==> config.mk <==
export PLATFORM = sky130hd
export DESIGN_NAME = im_loader
export DESIGN_NICKNAME = d
export VERILOG_FILES = /design/src/rtl/im_loader.sv
export SDC_FILE = /design/constraint.sdc
export NUM_CORES = 1
export LEC_CHECK = 0
export ABC_AREA = 1
export BUFFER_PORTS_ARGS = -buffer_cell sky130_fd_sc_hd__buf_2
export CAP_MARGIN = 20
export CORE_ASPECT_RATIO = 0.75
export CORE_MARGIN = 1.5
export CORE_UTILIZATION = 57
export DETAILED_ROUTE_END_ITERATION = 16
export HOLD_SLACK_MARGIN = 0.02
export PLACE_DENSITY_LB_ADDON = 0.15
export SYNTH_ARGS = -nofsm -noshare
export SYNTH_HDL_FRONTEND = slang
export SYNTH_SLANG_ARGS = --single-unit
==> constraint.sdc <==
create_clock -name clk -period 2 [get_ports clk]
set_input_delay 0.4 -clock clk [delete_from_list [all_inputs] [get_ports clk]]
set_output_delay 0.4 -clock clk [all_outputs]
set_load 0.005 [all_outputs]
==> src/rtl/im_loader.sv <==
// im_loader: assembles framed host-link bytes into 16-bit instruction-memory writes.
// Define IM_LOADER_CHECKSUM_EN to require a trailing XOR checksum byte per frame.
module im_loader #(
  parameter logic [15:0] CODE_BASE = 16'h0000,
  parameter logic [15:0] DICT_BASE = 16'h1000,
  parameter int unsigned MAX_WORDS = 2048,
  parameter logic [7:0]  HDR_CODE  = 8'hA5,
  parameter logic [7:0]  HDR_DICT  = 8'h5A
) (
  input  logic        clk,
  input  logic        reset,
  input  logic [7:0]  in_data,
  input  logic        in_valid,
  output logic        in_ready,
  output logic        we,
  output logic [15:0] waddr,
  output logic [15:0] wdata,
  output logic        cpu_hold,
  output logic        done,
  output logic        err
);

`ifdef IM_LOADER_CHECKSUM_EN
  typedef enum logic [2:0] {IDLE, LEN_H, LEN_L, DATA_H, DATA_L, CHK} state_t;
`else
  typedef enum logic [2:0] {IDLE, LEN_H, LEN_L, DATA_H, DATA_L} state_t;
`endif

  state_t      state;
  state_t      state_next;
  logic        accept;
  logic [15:0] base;
  logic [15:0] word_cnt;
  logic [15:0] len_word;
  logic [11:0] word_idx;
  logic [11:0] idx_next;
  logic [7:0]  len_hi;
  logic [7:0]  data_hi;
  logic [7:0]  xor_acc;
  logic        last_word;
  logic        load_hdr;
  logic        len_err;
  logic        chk_bad;
  logic        write_word;
  logic        finish;
`ifndef IM_LOADER_CHECKSUM_EN
  logic        last_q;
`endif

  assign in_ready  = ~reset;
  assign accept    = in_valid & in_ready;
  assign len_word  = {len_hi, in_data};
  assign idx_next  = word_idx + 12'd1;
  assign last_word = ({4'd0, idx_next} == word_cnt);
  // The trailing write cycle still holds the CPU even though the FSM is back in IDLE.
  assign cpu_hold  = (state != IDLE) | we;

  always_ff @(posedge clk) begin
    if (reset) state <= IDLE;
    else       state <= state_next;
  end

  always_comb begin
    state_next = state;
    load_hdr   = 1'b0;
    len_err    = 1'b0;
    chk_bad    = 1'b0;
    write_word = 1'b0;
    finish     = 1'b0;
    case (state)
      IDLE: begin
        if (accept && (in_data == HDR_CODE || in_data == HDR_DICT)) begin
          load_hdr   = 1'b1;
          state_next = LEN_H;
        end
      end
      LEN_H: begin
        if (accept) state_next = LEN_L;
      end
      LEN_L: begin
        if (accept) begin
          if (len_word > 16'(MAX_WORDS)) begin
            len_err    = 1'b1;
            state_next = IDLE;
          end else if (len_word == 16'd0) begin
`ifdef IM_LOADER_CHECKSUM_EN
            state_next = CHK;
`else
            finish     = 1'b1;
            state_next = IDLE;
`endif
          end else begin
            state_next = DATA_H;
          end
        end
      end
      DATA_H: begin
        if (accept) state_next = DATA_L;
      end
      DATA_L: begin
        if (accept) begin
          write_word = 1'b1;
          if (last_word) begin
`ifdef IM_LOADER_CHECKSUM_EN
            state_next = CHK;
`else
            state_next = IDLE;
`endif
          end else begin
            state_next = DATA_H;
          end
        end
      end
`ifdef IM_LOADER_CHECKSUM_EN
      CHK: begin
        if (accept) begin
          state_next = IDLE;
          if (in_data == xor_acc) finish  = 1'b1;
          else                    chk_bad = 1'b1;
        end
      end
`endif
      default: state_next = IDLE;
    endcase
  end

  // Datapath: write strobe, address/data, length and checksum bookkeeping.
  always_ff @(posedge clk) begin
    if (reset) begin
      we       <= 1'b0;
      waddr    <= 16'd0;
      wdata    <= 16'd0;
      done     <= 1'b0;
      err      <= 1'b0;
      base     <= 16'd0;
      word_cnt <= 16'd0;
      word_idx <= 12'd0;
      len_hi   <= 8'd0;
      data_hi  <= 8'd0;
      xor_acc  <= 8'd0;
`ifndef IM_LOADER_CHECKSUM_EN
      last_q   <= 1'b0;
`endif
    end else begin
      we <= write_word;
`ifdef IM_LOADER_CHECKSUM_EN
      done <= finish;
`else
      // Without a checksum byte, done trails the final write strobe by one cycle.
      last_q <= write_word & last_word;
      done   <= finish | last_q;
`endif
      if (load_hdr) begin
        base     <= (in_data == HDR_CODE) ? CODE_BASE : DICT_BASE;
        word_idx <= 12'd0;
        xor_acc  <= 8'd0;
        err      <= 1'b0;
      end
      if (len_err | chk_bad) err <= 1'b1;
      if (accept && state == LEN_H) len_hi <= in_data;
      if (accept && state == LEN_L) word_cnt <= len_word;
      if (accept && state == DATA_H) begin
        data_hi <= in_data;
        xor_acc <= xor_acc ^ in_data;
      end
      if (write_word) begin
        wdata    <= {data_hi, in_data};
        waddr    <= base + {3'd0, word_idx, 1'b0};
        word_idx <= idx_next;
        xor_acc  <= xor_acc ^ in_data;
      end
    end
  end

endmodule

Word-level counts from Yosys, hierarchy flattened
Cells that the tools add are included.
{ "op_classes": {"muxes": 25, "n_reduce_logical": 11, "bitwise_logic": 5, "eq_ne": 12, "n_lt_le_gt_ge": 1, "add_sub_neg": 2} }
{ "op_table": {"columns": ["cell", "n"], "rows": [
  ["12-bit two-way mux", 2],
  ["16-bit by 13-bit adder with 16-bit output", 1],
  ["12-bit by 16-bit equality test with 1-bit output", 1],
  ["16-bit by 12-bit > comparator with 1-bit output (second input constant)", 1],
  ["16-bit logical NOT", 1],
  ["3-bit two-way mux", 5],
  ["3-bit case mux with 5 select lines", 1],
  ["1-bit two-way mux", 13],
  ["13-bit two-way mux", 1],
  ["12-bit by 1-bit adder with 12-bit output (second input constant)", 1],
  ["2-bit != test (second input constant)", 5],
  ["8-bit by 7-bit equality test with 1-bit output (second input constant)", 1],
  ["8-bit equality test (second input constant)", 1],
  ["3-bit by 2-bit equality test with 1-bit output (second input constant)", 2],
  ["2-bit two-way mux", 3],
  ["5-bit AND reduction", 1],
  ["1-bit logical AND", 4],
  ["2-bit nonzero test", 2],
  ["3-bit by 1-bit equality test with 1-bit output (second input constant)", 1],
  ["3-bit equality test (second input constant)", 1],
  ["3-bit logical NOT", 1],
  ["3-bit nonzero test", 1],
  ["1-bit bitwise AND", 2],
  ["1-bit OR", 2],
  ["2 further kinds", 2]
]} }
{ "word_totals": {"word_cells": 68, "reg_bits": 99, "output_inout_bits": 37} }

Longest topological paths before layout
Gate-level depths: netlist of run 1.
{ "depth": {"ltp_word": 7, "depth_mapped": 14, "ltp_nobuf": 14} }

Least setup slack after synthesis of run 1
Ideal clock, no wire load.
{ "synth_timing": {"path_kind": "register -> register", "from": "register word_idx[0]", "to": "register state[0]", "path_stages_with_launch": 15, "slack_ps": 316, "arrival_ps": 1551, "setup_time_ps": 132, "n_path_buf": 0, "cell_sequence": "dfxtp_1 -> ha_1 -> nand2_2 -> nor2_2 -> nand2_1 -> nand2_1 -> nand2_1 -> nand2_1 -> nand2_1 -> nor2_1 -> nand3_1 -> o21ai_1 -> nand3_1 -> nand2_1 -> a21oi_2"} }
{ "synth_between": {"elab_chain_len": 5} }
{ "synth_lines": {"columns": ["item", "line_no", "text"], "rows": [
  ["start: declaration", "35", "logic [11:0] word_idx;"],
  ["start signal: assignment", "169", "word_idx <= idx_next;"],
  ["12-bit by 1-bit adder with 12-bit output", "53", "assign idx_next = word_idx + 12'd1;"],
  ["12-bit by 16-bit equality test with 1-bit output", "54", "assign last_word = ({4'd0, idx_next} == word_cnt);"],
  ["2-bit two-way mux", "103", "if (last_word) begin"],
  ["3-bit two-way mux", "101", "if (accept) begin"],
  ["3-bit case mux with 5 select lines", "70", "case (state)"],
  ["end signal: assignment", "60", "else state <= state_next;"],
  ["end: declaration", "29", "state_t state;"]
]} }
Every way passes these cells. The select of a mux whose other input is x is not followed.
A chain may end at the register's enable or synchronous reset.

Final worst setup path of run 1
{ "layout_timing": {"from": "register state[0]", "to": "output cpu_hold"} }
{ "layout_between": {"elab_chain_len": 2} }
{ "layout_lines": {"columns": ["item", "line_no", "text"], "rows": [
  ["3-bit nonzero test", "56", "assign cpu_hold = (state != IDLE) | we;"],
  ["1-bit OR", "56", null],
  ["end: declaration", "18", "output logic cpu_hold,"]
]} }
Every way passes these cells.

==> results of run 1 <==
-- layout make-up --
class                           instances  area (um^2)  share of cell area (%)
Clock buffer                           11          131                    3.20
Timing Repair Buffer                   54          308                    7.50
Inverter                               50          188                    4.57
Tap cell                               78         97.6                    2.38
Clock inverter                          5         65.1                    1.59
Multi-Input combinational cell        349         1690                    41.1
Sequential cell                        81         1630                    39.6
-- how the worst max path moves through the flow --
stage	from	cells after the start	endpoint	slack, ns
2_1_floorplan	word_idx[0]$_SDFFE_PP0P_	14	state[0]$_SDFFE_PP0P_	0.32
3_3_place_gp	word_idx[0]$_SDFFE_PP0P_	13	state[0]$_SDFFE_PP0P_	0.23
3_5_place_dp	word_idx[1]$_SDFFE_PP0P_	14	state[0]$_SDFFE_PP0P_	0.17
4_1_cts	state[0]$_SDFFE_PP0P_	6	cpu_hold	0.002
5_1_grt	word_idx[1]$_SDFFE_PP0P_	14	state[0]$_SDFFE_PP0P_	-0.05
6_report	state[0]$_SDFFE_PP0P_	6	cpu_hold	0.07
-- Yosys cell counts --
library cell	n	area [um^2]
nand2_1	142	533
dfxtp_1	81	1620
nand3_1	74	370
inv_1	48	180
o21ai_0	28	140
nor2_1	27	101
a21oi_1	18	90.1
o31ai_1	16	120
clkbuf_1	12	45.0
buf_2	6	30.0
nand2_2	5	31.3
nand4_1	5	31.3
a211oi_1	4	30.0
buf_4	4	30.0
o21ai_1	4	20.0
nor2_2	3	18.8
nor3_1	3	15.0
nor4_1	3	18.8
a21oi_2	2	17.5
ha_1	2	25.0
inv_2	2	7.51
nor2_4	2	22.5
and2_1	1	6.26
buf_1	1	3.75
conb_1	1	3.75
nand2b_1	1	6.26
nand3_2	1	10.0
nand3b_1	1	7.51
nor3b_1	1	7.51
nor4_2	1	12.5
o21a_1	1	7.51
or2_2	1	6.26
-- layer usage --
metal,global-route usage [%],wire (um)
met5,0,0
met2,43.0,4020
met3,5.84,831
met4,8.96,101
met1,40.0,4140
-- where the power goes --
group / internal (mW) / switching (mW) / total [mW]
logic: 0.0144 / 0.0587 / 0.0732
registers: 1.61 / 0.000353 / 1.61
clock network: 0.589 / 0.618 / 1.21
-- registers in the layout (all words and copies together), names as in the netlist --
| register | cells |
|---|---|
| state | 3 |
| len_hi | 8 |
| we | 1 |
| err | 1 |
| word_idx | 12 |
| word_cnt | 16 |
| base | 1 |
| done | 1 |
| last_q | 1 |
| waddr | 13 |
| wdata | 16 |
| data_hi | 8 |
-- cells by family after synthesis --
group	after synthesis	synth area share [%]
adders and majority gates	2	0.701
other	1	0.105
buffers and inverters	73	8.30
AOI/OAI and AO/OA	73	11.9
DFF	81	45.4
and+or+nand+nor	271	33.6
-- through the flow --
| step | power, mW | std cells | setup TNS, ns | util (%) | cell area [um^2] |
|---|---|---|---|---|---|
| final | 2.89 | 628 | 0 | 69.4 | 4100 |
| after global routing | 2.98 | 628 | -0.0597 | 69.4 | 4100 |
| after CTS | 2.90 | 628 | 0 | 69.0 | 4080 |
| after detailed placement | 1.72 | 612 | 0 | 65.7 | 3880 |
| after global placement | 1.72 | 612 | 0 | 65.7 | 3880 |
| after floorplan | 1.69 | 503 | 0 | - | 3580 |
-- critical path, cell delays in order, from the launching register on --
cell,delay [ns]
dfxtp_2,0.37
nor2_1,0.13
inv_1,0.08
nor2_2,0.12
inv_1,0.09
or2_2,0.27
buf_2,0.13
==> flow_metrics.env, run 1 <==
export IMPL_synth_cell_types=32
export IMPL_grt_pass1_wl_um=14500
export IMPL_drt_total_wl_um=9090
export IMPL_nets=558
export IMPL_max_cap_violations=0
export IMPL_crit_fanout=6
export IMPL_ys_warnings_count=0
export IMPL_antenna_found_initial=0
export IMPL_cts_sinks=81
export IMPL_fin_crit_ns=1.93
export IMPL_whs_path_depth=3
export IMPL_hold_viol=0
export IMPL_worstHoldStart="in_data[0]"
export IMPL_dieArea_um2=6750
export IMPL_clock_skew_ns=0.00550
export IMPL_routedWlPerCell_um=14.5
export IMPL_power_density_nw_per_um2=705
export IMPL_cts_hold_buf=0
export IMPL_post_route_drc_count=0
export IMPL_grt_total_usage_pct=28.2
export IMPL_tightest_slew_ns=0.520
export IMPL_start_util_pct=60.4
export IMPL_final_cell_mix="nand2_1 (142), dfxtp_1 (78), nand3_1 (73), inv_1 (48), buf_2 (44)"
export IMPL_cts_buffer_depth=2
export IMPL_holdPathEnd="word_cnt[0]$_SDFFE_PP0P_"
export IMPL_core_area_um2=5920
export IMPL_max_freq_mhz=518
export IMPL_num_vias=3465
export IMPL_drive_gt1_share_pct=17.1
export IMPL_rrSetupSlack_ns=0.12
export IMPL_timing_rr_start="word_idx[1]$_SDFFE_PP0P_"
export IMPL_worstSetupEndpointType="output pin"
export IMPL_status="complete, no violations"
export IMPL_grt_ovfl_total=0
export IMPL_peakVddDrop_uv=486
export IMPL_min_path_type="in -> reg"
export IMPL_rows=24
export IMPL_cts_setup_buffers=0
export IMPL_reg2regPathDepth=14
export IMPL_setup_ws_ns=0.0682
export IMPL_cp_arrival_ns=1.53
export IMPL_dp_slack_ns=0.173
export IMPL_clock_latency_ns=0.36
export IMPL_holdWs_ns=0.279
export IMPL_setup_viol=0
export IMPL_cts_root_buf="clkbuf_8"
export IMPL_required_ns=1.60
export IMPL_synth_seq_area_share_pct=45.4
export IMPL_worstSetupStartpointType="flop"
export IMPL_tritoncts="done"
export IMPL_p_leak_nw=1.76
export IMPL_syn_to_final_growth_pct=14.9
export IMPL_cts_buffers=9
export IMPL_ys_seq_elements=81
export IMPL_cts_resized=0
export IMPL_dr_pass1_iters=6
export IMPL_netlist_area_um2=3570
export IMPL_avgSynthCellArea_um2=7.13
export IMPL_die_y_um=71.5
export IMPL_ant_nets=0
export IMPL_diodes=0
export IMPL_grt_max_degree=42
export IMPL_drv_slew=0
export IMPL_htree_levels=3
export IMPL_grt_pass1_vias=3050
export IMPL_maxSlewHeadroom_pct=65.3
export IMPL_rr_endpoint="state[0]$_SDFFE_PP0P_"
export IMPL_final_common_cell="nand2_1"
export IMPL_period_share_pct=96.6
export IMPL_die_x_um=94.4
export IMPL_detail_route_vias_per_cell=5.52
export IMPL_clk_pin_slew_ns=0.08
export IMPL_dr_first_iter_drc_count=289
export IMPL_worst_setup_path_type="reg -> out"
export IMPL_dp_hpwl_um=6420
export IMPL_syn_inst=501
export IMPL_gp_congestion=0.920
export IMPL_port_buffers=44
export IMPL_fill_cells=549
export IMPL_io_pin_count=48
Note: power is estimated with default switching activity, not from simulation.
==> run 2: changes to the inputs <==
--- a/config.mk
+++ b/config.mk
@@ -10,10 +10,10 @@
 export CAP_MARGIN = 20
 export CORE_ASPECT_RATIO = 0.75
 export CORE_MARGIN = 1.5
-export CORE_UTILIZATION = 57
+export CORE_UTILIZATION = 50
 export DETAILED_ROUTE_END_ITERATION = 16
 export HOLD_SLACK_MARGIN = 0.02
-export PLACE_DENSITY_LB_ADDON = 0.15
+export PLACE_DENSITY = 0.77
 export SYNTH_ARGS = -nofsm -noshare
 export SYNTH_HDL_FRONTEND = slang
 export SYNTH_SLANG_ARGS = --single-unit
==> flow_metrics.env, run 2 (synthesized netlist as in run 1, its figures left out) <==
export IMPL_final_common_cell="nand2_1"
export IMPL_fin_crit_ns=1.94
export IMPL_dr_pass1_iters=5
export IMPL_holdWs_ns=0.288
export IMPL_worst_setup_path_type="reg -> out"
export IMPL_start_util_pct=52.0
export IMPL_power_density_nw_per_um2=695
export IMPL_num_vias=3399
export IMPL_drt_total_wl_um=9000
export IMPL_crit_fanout=6
export IMPL_cts_root_buf="clkbuf_8"
export IMPL_core_area_um2=6860
export IMPL_syn_to_final_growth_pct=15.9
export IMPL_clock_skew_ns=0.00802
export IMPL_diodes=0
export IMPL_grt_pass1_vias=3042
export IMPL_fill_cells=653
export IMPL_cts_buffers=9
export IMPL_dieArea_um2=7660
export IMPL_peakVddDrop_uv=381
export IMPL_worstSetupStartpointType="flop"
export IMPL_dp_hpwl_um=6650
export IMPL_hold_viol=0
export IMPL_io_pin_count=48
export IMPL_grt_pass1_wl_um=14700
export IMPL_stdcell_count=651
export IMPL_largestRegisters="wdata: 16 flops, word_cnt: 16 flops, waddr: 13 flops"
export IMPL_clk_pin_slew_ns=0.08
export IMPL_antenna_found_initial=0
export IMPL_utilization_pct=60.3
export IMPL_clock_latency_ns=0.36
export IMPL_worstSetupEndpointType="output pin"
export IMPL_die_y_um=76.2
export IMPL_max_cap_violations=0
export IMPL_cp_arrival_ns=1.54
export IMPL_grt_max_degree=37
export IMPL_post_route_drc_count=0
export IMPL_ant_nets=0
export IMPL_routedWlPerCell_um=13.8
export IMPL_max_freq_mhz=517
export IMPL_grt_setup_unrepaired="false"
export IMPL_htree_levels=3
export IMPL_tritoncts="done"
export IMPL_cts_sinks=81
export IMPL_gp_congestion=0.923
export IMPL_final_cell_mix="nand2_1 (142), dfxtp_1 (77), nand3_1 (74), inv_1 (46), buf_2 (44)"
export IMPL_port_buffers=44
export IMPL_cts_hold_buf=0
export IMPL_period_share_pct=96.8
export IMPL_cts_buffer_depth=2
export IMPL_rows=26
export IMPL_drv_slew=0
export IMPL_drive_gt1_share_pct=18.1
export IMPL_place_inst=634
export IMPL_fin_tns_setup_ns=0
export IMPL_dr_first_iter_drc_count=267
export IMPL_required_ns=1.60
export IMPL_status="complete, no violations"
export IMPL_setup_viol=0
export IMPL_min_path_type="in -> reg"
export IMPL_tightest_slew_ns=0.500
export IMPL_p_leak_nw=1.77
export IMPL_die_x_um=101
export IMPL_grt_total_usage_pct=24.7
export IMPL_nets=561
export IMPL_maxSlewHeadroom_pct=66.6
export IMPL_grt_ovfl_total=0
export IMPL_detail_route_vias_per_cell=5.22
[run 2: metal layers]
| metal | vias to the layer above | GRT usage [%] | part of all wire, % |
|---|---|---|---|
| met5 | - | 0 | 0 |
| met4 | 0 | 7.32 | 1.4 |
| met3 | 13 | 7.25 | 7.7 |
| met2 | 123 | 36.3 | 43 |
| li1 | 1745 | - | - |
| met1 | 1518 | 34.9 | 48 |
[run 2: layout make-up]
cell class	count	area, um^2	area share, %
well taps	98	123	2.96
flip-flops and latches	81	1630	39.4
inverters	50	188	4.53
clock buffers	11	131	3.17
repair buffers	57	318	7.68
multi-input cells	349	1690	40.7
clock inverters	5	65.1	1.57
[run 2: stage by stage]
step | power, mW | instance area, um^2 | setup WS [ns]
2_1_floorplan | 1.69 | 3580 | 0.316
3_3_place_gp | 1.72 | 3910 | 0.214
3_5_place_dp | 1.72 | 3910 | 0.144
4_1_cts | 2.89 | 4110 | 0.0390
5_1_grt | 2.97 | 4140 | 0.00164
6_report | 2.88 | 4140 | 0.0642
[run 2: timing repair]
| action | CTS | global route |
|---|---|---|
| buffers inserted | 0 | 1 |
| gates cloned | 0 | 0 |
| resized for setup | 2 | 11 |
| pin swaps | 0 | 3 |
| setup endpoints to repair | 1 | 4 |
[run 2: critical path: stages (launching register included)]
cell	delay, ns
dfxtp_4	0.38
nor2_2	0.10
inv_1	0.08
nor2_2	0.15
inv_2	0.07
or2_2	0.27
buf_2	0.13
[run 2: worst paths after layout]
| path | start | endpoint | slack (ns) | cells past startpoint |
|---|---|---|---|---|
| max | state[0]$_SDFFE_PP0P_ | cpu_hold | 0.06 | 6 |
| min reg2reg | data_hi[0]$_SDFFE_PP0P_ | wdata[8]$_SDFFE_PP0P_ | 0.45 | 2 |
| min | in_data[2] | word_cnt[2]$_SDFFE_PP0P_ | 0.29 | 3 |
| max reg2reg | word_idx[0]$_SDFFE_PP0P_ | state[1]$_SDFFE_PP0P_ | 0.17 | 13 |
[run 2: power breakdown]
part / switching, mW / internal (mW)
combinational: 0.0589 / 0.0158
clock: 0.603 / 0.588
sequential: 0.000348 / 1.61
==> run 3: changes to the inputs <==
--- a/config.mk
+++ b/config.mk
@@ -8,12 +8,12 @@
 export ABC_AREA = 1
 export BUFFER_PORTS_ARGS = -buffer_cell sky130_fd_sc_hd__buf_2
 export CAP_MARGIN = 20
-export CORE_ASPECT_RATIO = 0.75
 export CORE_MARGIN = 1.5
 export CORE_UTILIZATION = 50
 export DETAILED_ROUTE_END_ITERATION = 16
 export HOLD_SLACK_MARGIN = 0.02
 export PLACE_DENSITY = 0.77
+export REMOVE_ABC_BUFFERS = 1
 export SYNTH_ARGS = -nofsm -noshare
 export SYNTH_HDL_FRONTEND = slang
 export SYNTH_SLANG_ARGS = --single-unit
==> flow_metrics.env, run 3 (synthesized netlist as in run 1, its figures left out) <==
export IMPL_nets=557
export IMPL_gp_congestion=0.931
export IMPL_routedWlPerCell_um=13.2
export IMPL_required_ns=2.22
export IMPL_reg2regPathDepth=11
export IMPL_crit_start="word_idx[3]$_SDFFE_PP0P_"
export IMPL_final_cell_mix="nand2_1 (140), dfxtp_1 (77), nand3_1 (72), inv_1 (48), buf_2 (44)"
export IMPL_worst_setup_path_type="reg -> reg"
export IMPL_place_inst=629
export IMPL_num_vias=3402
export IMPL_p_leak_nw=1.78
export IMPL_post_route_drc_count=0
export IMPL_tritoncts="done"
export IMPL_p_int_mw=2.15
export IMPL_peakVddDrop_uv=412
export IMPL_cts_root_buf="clkbuf_8"
export IMPL_status="complete, no violations"
export IMPL_clock_latency_ns=0.35
export IMPL_grt_total_usage_pct=23.6
export IMPL_start_util_pct=52.3
export IMPL_grt_pass1_wl_um=14100
export IMPL_die_x_um=87.5
export IMPL_io_pin_count=48
export IMPL_dieArea_um2=7660
export IMPL_rows=30
export IMPL_grt_max_degree=45
export IMPL_detail_route_vias_per_cell=5.27
export IMPL_core_area_um2=6830
export IMPL_drv_slew=0
export IMPL_cts_buffer_depth=2
export IMPL_stdcell_count=645
export IMPL_port_buffers=44
export IMPL_min_path_type="in -> reg"
export IMPL_max_freq_mhz=516
export IMPL_max_cap_violations=0
export IMPL_dr_pass1_iters=5
export IMPL_power_density_nw_per_um2=678
export IMPL_hold_viol=0
export IMPL_cts_hold_buf=0
export IMPL_rr_endpoint="state[0]$_SDFFE_PP0P_"
export IMPL_power_share_switching_pct=23.4
export IMPL_fin_crit_ns=1.94
export IMPL_final_common_cell="nand2_1"
export IMPL_cp_cell_sequence="nand2_2, nor2_4, nand2_1, nand3_1, nand3_1, nor2_1, nand3_1, o21ai_2, nand3_1, nand2_1, a21oi_2"
export IMPL_period_share_pct=97.0
export IMPL_worstSetupEndpointType="flop"
export IMPL_fill_cells=656
export IMPL_pwr_share_clk_pct=40.3
export IMPL_cts_sinks=81
export IMPL_path_depth=11
export IMPL_crit_family="simple AND/OR/NAND/NOR gates"
export IMPL_worstSetupStartpointType="flop"
export IMPL_crit_fanout=7
export IMPL_largestRegisters="wdata: 16 flops, word_cnt: 16 flops, waddr: 13 flops"
export IMPL_grt_pass1_vias=2957
export IMPL_dr_first_iter_drc_count=215
export IMPL_antenna_found_initial=0
export IMPL_pwr_share_seq_pct=57.2
export IMPL_cts_resized=0
export IMPL_rrSetupSlack_ns=0.06
export IMPL_ant_nets=0
export IMPL_crit_path_frequent_cell="nand3_1"
export IMPL_crit_buf_inv=0
export IMPL_cp_arrival_ns=2.16
export IMPL_timing_rr_start="word_idx[3]$_SDFFE_PP0P_"
export IMPL_clk_pin_slew_ns=0.09
export IMPL_pwr_share_comb_pct=2.5
export IMPL_drive_gt1_share_pct=17.9
export IMPL_dp_hpwl_um=5900
export IMPL_cts_buffers=9
export IMPL_diodes=0
export IMPL_cts_setup_buffers=0
export IMPL_max_stage_delay_ns=0.47
export IMPL_htree_levels=3
export IMPL_clock_skew_ns=0.0119
export IMPL_crit_path_top_delay_cell="dfxtp_1"
export IMPL_setup_viol=0
export IMPL_grt_ovfl_total=0
export IMPL_switching_power_uw=659
export IMPL_die_y_um=87.5
export IMPL_power_total_mw=2.81
export IMPL_syn_to_final_growth_pct=16.3
export IMPL_drt_total_wl_um=8510
export IMPL_worstSetupEndpoint="state[0]$_SDFFE_PP0P_"
-- run 3: cell types whose count changed in the layout (fill, tap and decap cells not counted), sizes merged --
cell	before	now
buf	57	53
clkinv	1	3
clkinvlp	2	0
bufinv	1	0
clkbuf	11	12
-- run 3: power groups by stage --
stage	registers (mW)	clock network (mW)	logic, mW
2_1_floorplan	1.65	0	0.0219
3_3_place_gp	1.65	0	0.0684
3_5_place_dp	1.65	0	0.0691
4_1_cts	1.61	1.15	0.0696
5_1_grt	1.61	1.24	0.0758
6_report	1.61	1.13	0.0704
-- run 3: metrics by stage --
step / cell area (um^2) / utilization (%) / hold slack (ns) / setup TNS (ns) / setup slack [ns]
2_1_floorplan: 3470 / - / 0.409 / -14.17 / -0.775
3_3_place_gp: 3900 / 57.1 / 0.434 / 0 / 0.150
3_5_place_dp: 3900 / 57.1 / 0.426 / 0 / 0.0322
4_1_cts: 4090 / 59.9 / 0.281 / 0 / 0.00779
5_1_grt: 4150 / 60.8 / 0.292 / -0.0666 / -0.0356
6_report: 4150 / 60.8 / 0.288 / 0 / 0.0608
-- run 3: worst register-to-register path, stage by stage (launching register included) --
cell and delay (ns):
dfxtp_1 0.47, nand2_2 0.19, nor2_4 0.22, nand2_1 0.10, nand3_1 0.13, nand3_1 0.09, nor2_1 0.13, nand3_1 0.10
o21ai_2 0.18, nand3_1 0.08, nand2_1 0.08, a21oi_2 0.05
-- run 3: how the worst min path moves through the flow --
stage                     cells after the start  slack [ns]                       end               from
after floorplan                               2        0.41           done$_SDFF_PP0_  last_q$_SDFF_PP0_
after global placement                        2        0.43           done$_SDFF_PP0_  last_q$_SDFF_PP0_
after detailed placement                      2        0.43           done$_SDFF_PP0_  last_q$_SDFF_PP0_
after CTS                                     3        0.28  word_cnt[0]$_SDFFE_PP0P_         in_data[0]
after global routing                          3        0.29  word_cnt[2]$_SDFFE_PP0P_         in_data[2]
final                                         3        0.29  word_cnt[0]$_SDFFE_PP0P_         in_data[0]
-- run 3: final cells by class --
class | instances | area, um^2 | share of cell area (%)
clock buffer | 12 | 155 | 3.74
clock inverter | 4 | 35.0 | 0.844
sequential | 81 | 1630 | 39.2
inverter | 50 | 188 | 4.52
multi-input combinational | 349 | 1720 | 41.5
tap | 96 | 120 | 2.89
timing repair buffer | 53 | 300 | 7.23
-- run 3: routing by layer --
metal / routed length, um / track usage, % / part of all wire (%)
met1: 3950 / 31.4 / 46
met2: 3930 / 38.7 / 46
met3: 524 / 4.74 / 6.2
met4: 108 / 7.50 / 1.3
met5: 0 / 0 / 0
